File: src/rtl/rsub_divider.sv
`default_nettype none
// ============================================================================
// Module      : rsub_divider
// Description : Unsigned integer divider by repeated subtraction. The
//               dividend arrives on data_in in the start cycle and the divisor
//               on the following cycle. One subtraction is performed per
//               clock until the remainder drops below the divisor.
// Ports       : clk          - system clock, rising edge
//               rst_n        - asynchronous active-low reset
//               start        - request, honoured only in IDLE or DONE
//               data_in      - dividend (start cycle), divisor (next cycle)
//               busy         - high while loading the divisor or subtracting
//               done         - high in DONE, held until next accepted start
//               div_by_zero  - high in DONE when the divisor was 0
//               quotient     - registered quotient
//               remainder    - registered remainder
// Revision    : 1.0 - initial release
// ============================================================================
module rsub_divider #(
    parameter int WIDTH = 16
) (
    input  logic             clk,
    input  logic             rst_n,
    input  logic             start,
    input  logic [WIDTH-1:0] data_in,
    output logic             busy,
    output logic             done,
    output logic             div_by_zero,
    output logic [WIDTH-1:0] quotient,
    output logic [WIDTH-1:0] remainder
);

    typedef enum logic [1:0] {
        S_IDLE   = 2'd0,
        S_LOAD_D = 2'd1,
        S_CALC   = 2'd2,
        S_DONE   = 2'd3
    } state_t;

    state_t           r_state;
    state_t           w_next;
    logic [WIDTH-1:0] r_rem;
    logic [WIDTH-1:0] r_quo;
    logic [WIDTH-1:0] r_div;
    logic             r_dbz;
    logic             w_accept;
    logic             w_ge;

    // start is only honoured when no operation is in flight
    assign w_accept = start && ((r_state == S_IDLE) || (r_state == S_DONE));
    assign w_ge     = (r_rem >= r_div);

    // ------------------------------------------------------------------
    // State register
    // ------------------------------------------------------------------
    always_ff @(posedge clk or negedge rst_n) begin
        if (!rst_n) begin
            r_state <= S_IDLE;
        end else begin
            r_state <= w_next;
        end
    end

    // ------------------------------------------------------------------
    // Next-state logic
    // ------------------------------------------------------------------
    always_comb begin
        w_next = r_state;
        case (r_state)
            S_IDLE: begin
                if (w_accept) w_next = S_LOAD_D;
            end
            S_LOAD_D: begin
                w_next = (data_in == '0) ? S_DONE : S_CALC;
            end
            S_CALC: begin
                if (!w_ge) w_next = S_DONE;
            end
            S_DONE: begin
                if (w_accept) w_next = S_LOAD_D;
            end
            default: begin
                w_next = S_IDLE;
            end
        endcase
    end

    // ------------------------------------------------------------------
    // Datapath registers
    // ------------------------------------------------------------------
    always_ff @(posedge clk or negedge rst_n) begin
        if (!rst_n) begin
            r_rem <= '0;
            r_quo <= '0;
            r_div <= '0;
            r_dbz <= 1'b0;
        end else begin
            if (w_accept) begin
                r_rem <= data_in;
                r_quo <= '0;
                r_dbz <= 1'b0;
            end else if (r_state == S_LOAD_D) begin
                r_div <= data_in;
                if (data_in == '0) r_dbz <= 1'b1;
            end else if ((r_state == S_CALC) && w_ge) begin
                // w_ge guarantees no underflow; divisor >= 1 bounds the count
                r_rem <= r_rem - r_div;
                r_quo <= r_quo + {{(WIDTH-1){1'b0}}, 1'b1};
            end
        end
    end

    // Outputs are decoded only from registers
    assign busy        = (r_state == S_LOAD_D) || (r_state == S_CALC);
    assign done        = (r_state == S_DONE);
    assign div_by_zero = r_dbz;
    assign quotient    = r_quo;
    assign remainder   = r_rem;

endmodule
`default_nettype wire
File: config.mk
export PLATFORM = sky130hd
export DESIGN_NAME = rsub_divider
export DESIGN_NICKNAME = d
export VERILOG_FILES = /design/src/rtl/rsub_divider.sv
export SDC_FILE = /design/constraint.sdc
export NUM_CORES = 1
export LEC_CHECK = 0
export BUFFER_PORTS_ARGS = -buffer_cell sky130_fd_sc_hd__buf_2
export CAP_MARGIN = 20
export CELL_PAD_IN_SITES_DETAIL_PLACEMENT = 1
export CELL_PAD_IN_SITES_GLOBAL_PLACEMENT = 2
export CORE_MARGIN = 3
export CORE_UTILIZATION = 30
export CTS_CLUSTER_SIZE = 10
export DETAILED_ROUTE_END_ITERATION = 7
export PLACE_DENSITY_LB_ADDON = 0.1
export SETUP_SLACK_MARGIN = 0.4
export SLEW_MARGIN = 20
export SYNTH_ARGS = -nofsm -noshare
export SYNTH_HDL_FRONTEND = slang
export SYNTH_SLANG_ARGS = --single-unit
export TNS_END_PERCENT = 1
File: constraint.sdc
create_clock -name clk -period 2.37 [get_ports clk]
set_input_delay 0 -clock clk [delete_from_list [all_inputs] [get_ports clk]]
set_output_delay 0 -clock clk [all_outputs]
set_load 0.005 [all_outputs]
==> Word level (Yosys, flattened, before mapping) <==
Cells that the tools add are included.
{ "word_totals": {"out_inout_bits": 35, "wordCells": 42, "in_bits": 19, "regBits": 51} }
{ "op_classes": {"bitwise_logic": 1, "n_reduce_logical": 14, "n_eq_ne": 6, "n_mux": 13, "n_lt_le_gt_ge": 1, "n_addsub": 2} }
{ "ops": {"columns": ["cell", "n"], "rows": [
  ["two-way mux 16 bit", 6],
  ["adder 16 x 1 -> 16 bit, second input constant", 1],
  ["greater-or-equal comparator 16 bit", 1],
  ["logical NOT 16 bit", 1],
  ["subtractor 16 bit", 1],
  ["AND reduction 2 bit", 4],
  ["one-hot mux 2 bit (3 select lines)", 1],
  ["nonzero test 2 bit", 3],
  ["equality test 2 bit, second input constant", 2],
  ["two-way mux 1 bit", 4],
  ["two-way mux 2 bit", 2],
  ["!= test 2 bit, second input constant", 2],
  ["equality test 2 x 1 -> 1 bit, second input constant", 1],
  ["logical AND 1 bit", 2],
  ["logical NOT 2 bit", 1],
  ["logical OR 1 bit", 2],
  ["!= test 2 x 1 -> 1 bit, second input constant", 1],
  ["OR reduction 2 bit", 1],
  ["inverter 1 bit", 1]
]} }

==> Depth between registers and ports, before layout <==
{ "logic_depth": {"word_depth": 5, "ltp_mapped": 12, "depth_no_buf": 10} }

==> Worst setup path after synthesis <==
Ideal clock, no wire load.
{ "synth_path": {"path_type": "register to register", "start": "register r_rem[0] (netlist: remainder[0])", "end": "register r_rem[14] (netlist: remainder[14])", "period_less_slack_ns": 2.414, "required_time_ns": 2.246, "arrival_time_ns": 2.290, "setup_time_ns": 0.124, "path_stages_with_launch": 11, "n_path_buf": 0, "setup_slack_ns": -0.044, "path_cell_list": "dfrtp_1 inv_1 ha_1 inv_1 fa_1 a21o_1 a221oi_2 o21bai_1 a211oi_2 mux2i_1 o31a_1"} }
{ "synth_via": {"elab_chain_len": 4, "word_cells_on_any_way": 8, "cone_classes": "add/sub (1); order compare (1); mux (3); reduce/logical (3)"} }
{ "synth_lines": {"columns": ["item", "line", "source"], "rows": [
  ["start: declaration", "42", "logic [WIDTH-1:0] r_rem;"],
  ["start signal: assignment", "99", "r_rem <= data_in;"],
  ["start signal: assignment", "107", "r_rem <= r_rem - r_div;"],
  ["subtractor 16 bit or greater-or-equal comparator 16 bit (tied branches)", "107, 51", null],
  ["two-way mux 16 bit or logical AND 1 bit (tied branches)", "105", "end else if ((r_state == S_CALC) && w_ge) begin"],
  ["two-way mux 16 bit or nonzero test 2 bit (tied branches)", null, null],
  ["two-way mux 16 bit or AND reduction 2 bit (tied branches)", null, null]
]} }
Parallel ways exist; a longest one is shown, timed or not. The select of a mux whose other input is x is not followed.
A chain may end at the register's enable or synchronous reset.

==> Final worst setup path <==
Same ends and word-level chain as after synthesis.

==> reports/qor.yml <==
slew_headroom: 0.651
powerDensity_nw_per_um2: 1680
cts_tree: "built"
core_um2: 10900
syn_area_per_cell_um2: 8.72
crit_top_cell: "inv_2"
rsz0062_at_grt: "true"
dp_hpwl_um: 7930
clock_sinks: 51
setup_slack_ns: -0.127
fin_nets: 537
yosys.cell_types.count: 56
slowest_delay_ns: 0.39
whs_ns: 0.0153
synth-seq-area-share: 0.375
path_cells: "inv_2, ha_4, inv_2, fa_2, a21o_1, a221oi_2, o21bai_2, a211oi_2, buf_4, mux2i_1, o31a_1"
irDropWorstVdd_uv: 623
power.internal_mw: 4.18
netlist_area_um2: 3400
track_usage: 0.173
cts_made_buffers: 5
clk_pin_slew_ns: 0.07
drc_errors: 0
violations: "setup timing"
setup_viol: 3
drtIter0Drc: 103
min_period_over_period: 1.05
status: "complete, but fails checks"
p_leak_nw: 2.17
gp_congestion: 0.810
grt_pass1_vias: 3444
critPathMaxFanout: 3
clk_latency_ns: 0.29
ioPinCount: 54
routed_via_density: 5.05
switching_power_mw: 3.44
worst_setup_path_start_kind: "flop"
rows: 38
p_sw_frac: 0.451
diodes: 0
required_ns: 2.55
die_area_um2: 12600
ys_ff_latch: 51
synth_cells: 390
clock_path_buffers: 2
fillCellCount: 1311
r2r_cells: 11
maxSlewViolCount: 0
crit_type: "flop to flop"
endpoint_kind: "flop"
fmax_ghz: 0.400
grt_max_degree: 36
grt_pass1_wl_um: 17800
synth_edf_count: 0
drive_gt1_frac: 0.284
combPwrFrac: 0.710
h-tree-depth: 2
multi_input_area_um2: 1980
tns_ns: -0.258
dr.pass1.iters: 4
start_util: 0.311
num_vias: 3215
antenna_found_initial: 0
holdPathStages: 3
antenna_left: 0
synth.net_count: 431
seq_area_um2: 1280
cap_violations: 0
crit_arrival_ns: 2.67
hold_viol_final: 0
synth_warnings: 0
seqPwrFrac: 0.182
die_x_um: 112
synthFlopType: "dfrtp_1"
portBuffers: 53
worst_path_max_delay_cell: "dfrtp_1"
synthToLayoutAreaGrowth_pct: 33.3
routed_wl_um: 10600
grt_overflow: 0
worst_pin_slew_ns: 0.524
fin_crit_ns: 2.50
wl_per_cell_um: 16.7
finalClockSkew_ns: 0.00963
hold_class: "input port to flop"
dp_slack_ns: -0.172
p_clk_frac: 0.108
die_h_um: 112
cts_root_buffer: "clkbuf_16"
async_flop_share: 1.00
[routing by layer]
layer,up-vias,GRT usage,part of all wire
li1,1617,-,-
met1,1552,0.230,0.48
met2,38,0.299,0.49
met3,8,0.0232,0.027
met4,0,0.0377,0.010
met5,-,0,0
[area by class of cell]
cell class | count | share of cell area
Clock buffer | 5 | 0.0276
Clock inverter | 3 | 0.00966
Inverter | 25 | 0.0207
Multi-Input combinational cell | 292 | 0.437
Sequential cell | 51 | 0.282
Tap cell | 140 | 0.0386
Timing Repair Buffer | 121 | 0.184
[repair_timing]
item | in CTS | in global routing
buffers inserted | 3 | 1
setup endpoints to repair | 34 | 34
resized for setup | 16 | 5
cloned | 0 | 0
hold endpoints to repair | 35 | 0
hold buffers | 16 | 0
pin swaps | 13 | 10
[sequential cells by signal, summed over array words and instances (netlist names)]
register,count
remainder,16
r_div,16
quotient,16
r_state,2
div_by_zero,1
[synth_stat cells, drive strengths merged, types with 4 or more instances]
master	count	share of area
ha	21	0.077
a211oi	4	0.010
a21oi	21	0.031
nor4	4	0.0074
inv	25	0.028
buf	12	0.027
o31ai	10	0.025
nor3	5	0.0074
mux2i	6	0.018
nand3	15	0.022
a31oi	9	0.017
dfrtp	51	0.38
or3	6	0.011
nor2	22	0.024
xor2	5	0.013
o211ai	4	0.010
and3	11	0.020
nand2b	9	0.019
o21ai	49	0.073
nand2	45	0.050
a21o	7	0.015
clkbuf	10	0.011
[path summary, 6_finish.rpt]
check / start / to / slack (ns)
min reg2reg: quotient[15] / quotient[15] / 0.49
max in group asynchronous: rst_n / remainder[10] / 1.53
min in group asynchronous: rst_n / r_state[1] / 0.22
max: remainder[0] / remainder[14] / -0.13
max reg2reg: remainder[0] / remainder[14] / -0.13
min: data_in[7] / r_div[7] / 0.02
[placed cells by master (no fill, tap or decap), types with 2 or more instances in the layout]
master	instances
a211oi_2	3
a21o_1	7
a21oi_1	20
a221oi_2	2
a31oi_1	8
and2_1	2
and3_1	11
and4_1	2
buf_2	53
buf_4	50
clkbuf_16	5
dfrtp_1	51
dlygate4sd3_1	16
ha_1	19
ha_4	2
inv_1	23
inv_2	2
mux2_2	3
mux2i_1	6
nand2_1	45
nand2b_1	8
nand3_1	15
nor2_1	22
nor3_1	5
nor4_1	4
o211ai_1	3
o21a_1	3
o21ai_0	36
o21ai_1	11
o221ai_1	3
o31a_1	3
o31ai_1	8
o31ai_2	2
or3_1	6
xnor2_1	3
xor2_1	4
[cell families (layout without fill, tap and decap cells)]
| group | after synthesis | in the layout | synth area share |
|---|---|---|---|
| compound gates | 127 | 127 | 0.245 |
| mux | 9 | 9 | 0.0276 |
| simple gates | 126 | 126 | 0.182 |
| flops | 51 | 51 | 0.375 |
| fa+ha+maj | 22 | 22 | 0.0831 |
| xor+xnor | 8 | 8 | 0.0206 |
| buf+inv | 47 | 154 | 0.0659 |
[power by group through the flow]
stage | Sequential [mW] | Combinational (mW) | Clock [mW]
after floorplan | 1.38 | 3.24 | 0
after global placement | 1.39 | 4.99 | 0
after detailed placement | 1.39 | 5.07 | 0
after CTS | 1.39 | 5.39 | 0.864
after global routing | 1.43 | 6.06 | 0.895
final | 1.39 | 5.40 | 0.826
[per-stage QoR]
step	util	cell area, um2	power, mW	cells
floorplan	-	3410	4.63	390
global placement	0.374	4090	6.37	609
detailed placement	0.374	4090	6.46	609
CTS	0.412	4510	7.64	636
global route	0.415	4530	8.39	637
finish	0.415	4530	7.61	637
[worst max-delay path: cells and delay by family, from the launching register on]
family / cells / cell delay (ns)
adders and majority gates: 2 / 0.47
AOI/OAI and AO/OA: 5 / 1.18
DFF: 1 / 0.39
buffers and inverters: 3 / 0.28
muxes: 1 / 0.07
(Power assumes the default switching activity.)
